### config.mk
export PLATFORM = sky130hd
export DESIGN_NAME = heat_column_responder
export DESIGN_NICKNAME = d
export VERILOG_FILES = /design/src/rtl/heat_column_responder.sv
export SDC_FILE = /design/constraint.sdc
export NUM_CORES = 2
export LEC_CHECK = 0
export ABC_AREA = 1
export CELL_PAD_IN_SITES_DETAIL_PLACEMENT = 1
export CELL_PAD_IN_SITES_GLOBAL_PLACEMENT = 2
export CORE_MARGIN = 2
export CORE_UTILIZATION = 40
export CTS_CLUSTER_SIZE = 12
export DETAILED_ROUTE_END_ITERATION = 10
export HOLD_SLACK_MARGIN = 0.12
export PLACE_DENSITY_LB_ADDON = 0.1
export RECOVER_POWER = 50
export SYNTH_ARGS = -nofsm -noshare
export SYNTH_HDL_FRONTEND = slang
export SYNTH_SLANG_ARGS = --single-unit
### constraint.sdc
create_clock -name i_clock -period 13.32 [get_ports i_clock]
set_input_delay 1.998 -clock i_clock [delete_from_list [all_inputs] [get_ports i_clock]]
set_output_delay 1.998 -clock i_clock [all_outputs]
set_load 0.02 [all_outputs]
### src/rtl/heat_column_responder.sv
// Column end of the col_select/return_sig point-write handshake plus a dual-port heat store. Optional accumulate mode: HEAT_ACCUM_EN.
// return_sig from N+2 (N+4 accumulating); the writer is held off until release; no requests are taken while a clear sweep runs.
module heat_column_responder #(
    parameter int ROWS   = 480,
    parameter int DATA_W = 8,
    parameter int ADDR_W = 9
) (
    input  logic                     i_clock,
    input  logic                     i_reset,
    input  logic                     i_col_select,
    input  logic [9:0]               i_row_select,
    input  logic signed [DATA_W-1:0] i_val_in,
    output logic                     o_return_sig,
    input  logic                     i_clear_req,
    output logic                     o_busy,
    output logic                     o_row_err,
    input  logic [ADDR_W-1:0]        i_vga_row,
    output logic signed [DATA_W-1:0] o_vga_data
);
    typedef enum logic [2:0] {
        S_IDLE, S_WRITE, S_ACK, S_RELEASE, S_CLEAR, S_RD, S_RD_WAIT, S_MODIFY
    } state_t;

    localparam logic [9:0]        ROWS_L    = 10'(ROWS);
    localparam logic [ADDR_W-1:0] LAST_ADDR = ADDR_W'(ROWS - 1);

    state_t                   r_state, w_next;
    logic [ADDR_W-1:0]        r_row, r_clr_addr, r_vga_addr;
    logic signed [DATA_W-1:0] r_val, r_vga_data;
    logic                     r_row_oob, r_row_err;
    logic signed [DATA_W-1:0] r_mem [0:ROWS-1];

    logic                     w_accept, w_req_oob, w_we, w_set_err;
    logic [ADDR_W-1:0]        w_waddr;
    logic signed [DATA_W-1:0] w_wdata;

    assign w_req_oob = (i_row_select >= ROWS_L);
    assign w_accept  = (r_state == S_IDLE) && !i_clear_req && i_col_select;

`ifdef HEAT_ACCUM_EN
    logic [ADDR_W-1:0]        r_a_addr;
    logic signed [DATA_W-1:0] r_a_q;
    logic [DATA_W:0]          w_sum;
    logic signed [DATA_W-1:0] w_sat;

    // Port-A read path mirrors port B: registered address, registered data.
    always_ff @(posedge i_clock) begin
        r_a_addr <= r_row;
        r_a_q    <= r_mem[r_a_addr];
    end

    assign w_sum = {r_a_q[DATA_W-1], r_a_q} + {r_val[DATA_W-1], r_val};

    always_comb begin
        w_sat = w_sum[DATA_W-1:0];
        if (w_sum[DATA_W] != w_sum[DATA_W-1])
            w_sat = w_sum[DATA_W] ? {1'b1, {(DATA_W-1){1'b0}}} : {1'b0, {(DATA_W-1){1'b1}}};
    end

    assign w_set_err = w_accept && w_req_oob;
`else
    assign w_set_err = (r_state == S_WRITE) && r_row_oob;
`endif

    always_comb begin
        w_next  = r_state;
        w_we    = 1'b0;
        w_waddr = r_row;
        w_wdata = r_val;
        case (r_state)
            S_IDLE: begin
                if (i_clear_req)
                    w_next = S_CLEAR;
                else if (i_col_select)
`ifdef HEAT_ACCUM_EN
                    w_next = w_req_oob ? S_ACK : S_RD;
`else
                    w_next = S_WRITE;
`endif
            end
            S_WRITE: begin
                w_we   = !r_row_oob;
                w_next = S_ACK;
            end
            S_ACK:     w_next = S_RELEASE;
            S_RELEASE: if (!i_col_select) w_next = S_IDLE;
            S_CLEAR: begin
                w_we    = 1'b1;
                w_waddr = r_clr_addr;
                w_wdata = '0;
                if (r_clr_addr == LAST_ADDR) w_next = S_IDLE;
            end
`ifdef HEAT_ACCUM_EN
            S_RD:      w_next = S_RD_WAIT;
            S_RD_WAIT: w_next = S_MODIFY;
            S_MODIFY: begin
                w_we    = !r_row_oob;
                w_wdata = w_sat;
                w_next  = S_ACK;
            end
`endif
            default: w_next = S_IDLE;
        endcase
    end

    always_ff @(posedge i_clock) begin
        if (!i_reset) begin
            r_state    <= S_IDLE;
            r_row_err  <= 1'b0;
            r_vga_data <= '0;
            r_clr_addr <= '0;
            r_row      <= '0;
            r_val      <= '0;
            r_row_oob  <= 1'b0;
        end else begin
            r_state    <= w_next;
            r_vga_data <= r_mem[r_vga_addr];
            r_clr_addr <= (r_state == S_CLEAR) ? r_clr_addr + 1'b1 : '0;
            if (w_set_err) r_row_err <= 1'b1;
            if (w_accept) begin
                r_row     <= i_row_select[ADDR_W-1:0];
                r_val     <= i_val_in;
                r_row_oob <= w_req_oob;
            end
        end
    end

    // Storage is never reset so a reset mid-operation keeps what was already written.
    always_ff @(posedge i_clock) begin
        if (w_we) r_mem[w_waddr] <= w_wdata;
        r_vga_addr <= i_vga_row;
    end

    assign o_return_sig = (r_state == S_ACK) || (r_state == S_RELEASE);
    assign o_busy       = (r_state == S_CLEAR);
    assign o_row_err    = r_row_err;
    assign o_vga_data   = r_vga_data;
endmodule

# --- After elaboration in Yosys (flattened, before gate mapping) ---
# Memory sizes are Yosys's and may differ from the RTL's. A register that Yosys moved wholly into a read port is not among the register bits.
# Index checks and enable logic that the tools add are counted.
totals:
  reg_bits: 40
  wordCells: 38
  mem_count: 1
  ramBits: 3840
  out_inout_bits: 11
  inputBits: 31
op_classes:
  n_eq_ne: 8
  order_cmp: 1
  mux: 10
  addsub: 1
  n_reduce_logical: 10
mem_list:
  columns: ["name", "depth", "width", "read_ports", "rd_clocked_by_memory_dff", "wr", "line", "source"]
  rows:
  - ["r_mem", 480, 8, 1, 1, 1, "31", "logic signed [DATA_W-1:0] r_mem [0:ROWS-1];"]
ops:
  columns: ["cell", "n"]
  rows:
  - ["$pmux W3 S5", 1]
  - ["$mux W3", 4]
  - ["$ge A10 B9 Y1 const B", 1]
  - ["$add A9 B1 Y9 const B", 1]
  - ["$eq A9 B9 Y1 const B", 1]
  - ["$mux W9", 1]
  - ["$mux W8", 1]
  - ["$eq A3 B2 Y1 const B", 2]
  - ["$eq A3 B1 Y1 const B", 1]
  - ["$eq A3 B3 Y1 const B", 1]
  - ["$logic_and A1 B1 Y1", 3]
  - ["$logic_not A1 Y1", 3]
  - ["$logic_not A3 Y1", 1]
  - ["$ne A3 B3 Y1 const B", 1]
  - ["$reduce_and A3 Y1", 1]
  - ["$mux W1", 2]
  - ["$ne A2 B1 Y1 const B", 1]
  - ["$ne A2 B2 Y1 const B", 1]
  - ["$pmux W1 S2", 1]
  - ["$reduce_and A2 Y1", 1]
  - ["$logic_or A1 B1 Y1", 1]

# --- Longest topological paths before layout ---
depth:
  word_depth: 4
  mapped_depth: 19
  depth_no_buf: 15

# --- Least setup slack after synthesis ---
# OpenSTA, ideal clock, no wires.
synth_path:
  path_type: "register to register"
  from: "register r_state[0]"
  to: "memory r_mem[0][0] (data pin)"
  stages_incl_launch_ff: 6
  synth_period_minus_slack_ns: 14.299
  slack_ns: -0.979
  setup_ns: 2.431
  required_ns: 10.889
  t_arrival_ns: 11.869
  n_path_buf: 1
  cell_sequence: "dfxtp_1 > nor2_1 > nand2_2 > buf_6 > inv_2 > nor2_1"
synth_via:
  elab_chain_len: 2
synth_lines:
  columns: ["item", "line", "source"]
  rows:
  - ["start: declaration", "27", "state_t r_state, w_next;"]
  - ["start signal: assignment", "116", "r_state <= w_next;"]
  - ["$eq A3 B3 Y1", null, null]
  - ["named net o_busy", "15", "output logic o_busy,"]
  - ["$mux W8", "70", "case (r_state)"]
  - ["named net w_wdata[0]", "35", "logic signed [DATA_W-1:0] w_wdata;"]
  - ["end: declaration", "31", null]
# The timed path passes the listed nets, and every way through them passes these cells.

# --- Worst setup path after layout ---
layout_path:
  from: "register r_state[0]"
  to: "memory r_mem[71][3] (data pin)"
layout_via:
  elab_chain_len: 2
layout_lines:
  columns: ["item", "line"]
  rows:
  - ["$eq A3 B3 Y1", "70"]
  - ["$mux W8", "70"]
  - ["named net w_wdata[3]", "35"]
# The timed path passes the listed nets, and every way through them passes these cells.

==> results.ini <==
[run_status]
status = finished with violations
failed_checks = max-capacitance violations, max-slew violations

[clock_network]
worstSkewPairLatency_ns = 0.97
cts_made_buffers = 432
clock-sinks = 3888
cts_tree = done
clock-root-buffer = clkbuf_16
post_cts_buffers = 0
h-tree-depth = 5
cts_resized = 0
cts_buffer_depth = 4
clkTransAtPathRegs_ns = 0.06
cts_hold_buf = 0

[synthesis]
ys.flop_type = edfxtp_1
synth_top_family_by_area = simple AND/OR/NAND/NOR gates
synth_edf_count = 3840
async_flop_share_pct = 0
synth_area_um2 = 158000
synth_compound_area_share_pct = 0.352
ys_ff_latch = 3888
yosysWarnings = 0
syn_area_per_cell_um2 = 11.8
netlist_instances = 13300
synthAdderAreaFrac_pct = 0.00794
synth-xor-area-share_pct = 0
synth-simple-area-share_pct = 22.9
synth_cell_types = 36
yosysSeqAreaShare_pct = 73.8
muxShareOfSynthArea_pct = 0
syn_nets = 13300

[placement]
io_buffers = 41
dpl.cell_count = 17800
dp_hpwl_um = 285000
gp_congestion = 0.788

[timing]
period_share_pct = 71.0
clock_skew_ns = 0.0334
report.final.hold_viol_count = 0
max_freq_mhz = 106
slew_headroom_pct = -339
finalSetupViolCount = 0
rsz0062_at_grt = no
final_max_slew_viol_count = 1402
layout_min_cycle_time_ns = 9.46
worst_pin_slew_ns = 6.58
setup_tns_ns = 0

[flow_run]
maxCapViolations = 32

[grt]
grt_first_pass_wirelength_um = 755000
track_usage_pct = 25.5
antenna_found_initial = 30
grt_start_max_net_pins = 193
grt_overflow = 0
grt_pass1_vias = 107000

[routing]
drc_errors = 0
drt_iter0_markers = 9559
vias_per_cell = 5.61
num_vias = 104000
wl_per_cell_um = 27.8
wl_um = 517000
ant_nets = 0
first_pass_iters = 6

[cells_and_area]
nFillCells = 40600
final_nets = 13000
area_growth_syn_to_layout_pct = 11.0
fin_cells = 18600
drive_gt1_share_pct = 5.70
utilization_pct = 44.6

[floorplan]
dieArea_um2 = 399000
core_um2 = 392000
die_w_um = 632
rows = 230
ios = 42
die_h_um = 632
initial_core_util_pct = 40.2

[worst_setup_path]
reg2reg_to = r_mem[71][3]
crit_end = r_mem[71][3]
crit_type = flop to flop
r2r_cells = 7
critPathLaunch = r_state[0]
worstPathRequired_ns = 13.99
rrSetupSlack_ns = 3.86
crit_arrival_ns = 10.13
critPathLaunchType = flop
cp_max_fo = 56
end_kind = flop
r2r-start = r_state[0]

[power_and_ir_drop]
power.static_leakage_nw = 60.6
max-vdd-ir-drop_mv = 0.113
p_per_area_nw_per_um2 = 156

[min_path]
hold_path_class = flop to flop
min_from = r_val[5]

-- worst max-delay path: stages, from the launching register on --
cell and delay (ns):
dfxtp_1 0.45, nor2_1 0.11, nand2_1 0.61, inv_1 0.42, nor2_1 1.89, clkbuf_1 2.16
clkbuf_1 2.48, buf_4 0.87
-- cell families after synthesis --
| group | after synthesis |
|---|---|
| fa+ha+maj | 1 |
| buf+inv | 991 |
| simple gates | 8319 |
| compound gates | 99 |
| flops | 3888 |
-- cells in the final DEF, fill, tap and decap left out, drive strengths merged --
cell and count:
a211oi 1, a21oi 37, a31oi 1, a41o 1, a41oi 1, buf 149, bufinv 25, clkbuf 561
clkdlybuf4s50 20, clkinv 204, clkinvlp 4, dfxtp 48, diode 16, dlygate4sd3 21, edfxtp 3840, ha 1
inv 67, nand2 4055, nand3 3705, nand4 1, nor2 549, nor3 6, nor3b 2, nor4 1
o2111ai 1, o21ai 48, o22ai 8, o31ai 1
-- where the power goes --
group	total (W)	internal, W	switching, W
Sequential	0.0138	0.0137	0.0000315
Clock	0.0114	0.00649	0.00489
Combinational	0.00207	0.000366	0.00171
Total	0.0272	0.0206	0.00662
-- registers in the layout, indices dropped and copies added, names as in the netlist --
name and count:
r_state 3, r_val 8, r_mem 3840, o_row_err 1, r_vga_addr 9, r_row_oob 1
o_vga_data 8, r_row 9, r_clr_addr 9
-- Yosys cell counts, types with 2 or more instances --
library cell	number	area share, %
nand2_1	4030	9.6
edfxtp_1	3840	73
nand3_1	3705	12
buf_2	583	1.9
nor2_1	538	1.3
clkbuf_1	184	0.44
buf_1	111	0.26
buf_4	55	0.26
dfxtp_1	48	0.61
inv_1	48	0.11
o21ai_0	41	0.13
a21oi_1	37	0.12
nand2_2	24	0.095
o22ai_1	8	0.032
inv_2	7	0.017
nor2_4	7	0.050
nor3_1	3	0.0095
nor3_2	3	0.019
o21ai_1	3	0.0095
buf_6	2	0.014
nor2_2	2	0.0079
nor2_8	2	0.025
nor3b_1	2	0.0095
o21ai_2	2	0.011
o21ai_4	2	0.021
-- layout make-up --
class | instances | area [um2] | area share [%]
Clock inverter | 244 | 1760 | 1.01
Tap cell | 5220 | 6530 | 3.74
Inverter | 56 | 245 | 0.140
Clock buffer | 542 | 11400 | 6.53
Antenna cell | 16 | 40.0 | 0.0229
Timing Repair Buffer | 209 | 1910 | 1.09
Multi-Input combinational cell | 8419 | 36600 | 21.0
Sequential cell | 3888 | 116000 | 66.5
-- routing by layer --
metal / vias up / track usage (%) / part of all wire (%)
met4: 4 / 5.87 / 2.4
met5: - / 0 / 0.0050
met3: 613 / 3.16 / 5.2
met2: 2670 / 42.1 / 48
met1: 54300 / 36.2 / 45
li1: 46700 / - / -
-- metrics by stage --
stage	worst slack (ns)	cell area [um2]	power (W)	hold WS (ns)
global placement	6.87	162000	0.0161	0.445
finish	3.86	175000	0.0272	0.457
global route	3.40	175000	0.0280	0.478
detailed placement	6.95	162000	0.0161	0.457
CTS	6.92	175000	0.0275	0.465
floorplan	-0.979	158000	0.0153	0.429
-- worst min-delay path by stage --
stage	to	slack (ns)	cells after the start
global placement	r_clr_addr[0]	0.45	1
global route	r_val[6]	0.48	2
floorplan	r_row[5]	0.43	2
detailed placement	r_row[5]	0.46	2
CTS	r_row[5]	0.47	2
finish	r_val[5]	0.46	2
Note: power is estimated with default switching activity, not from simulation.
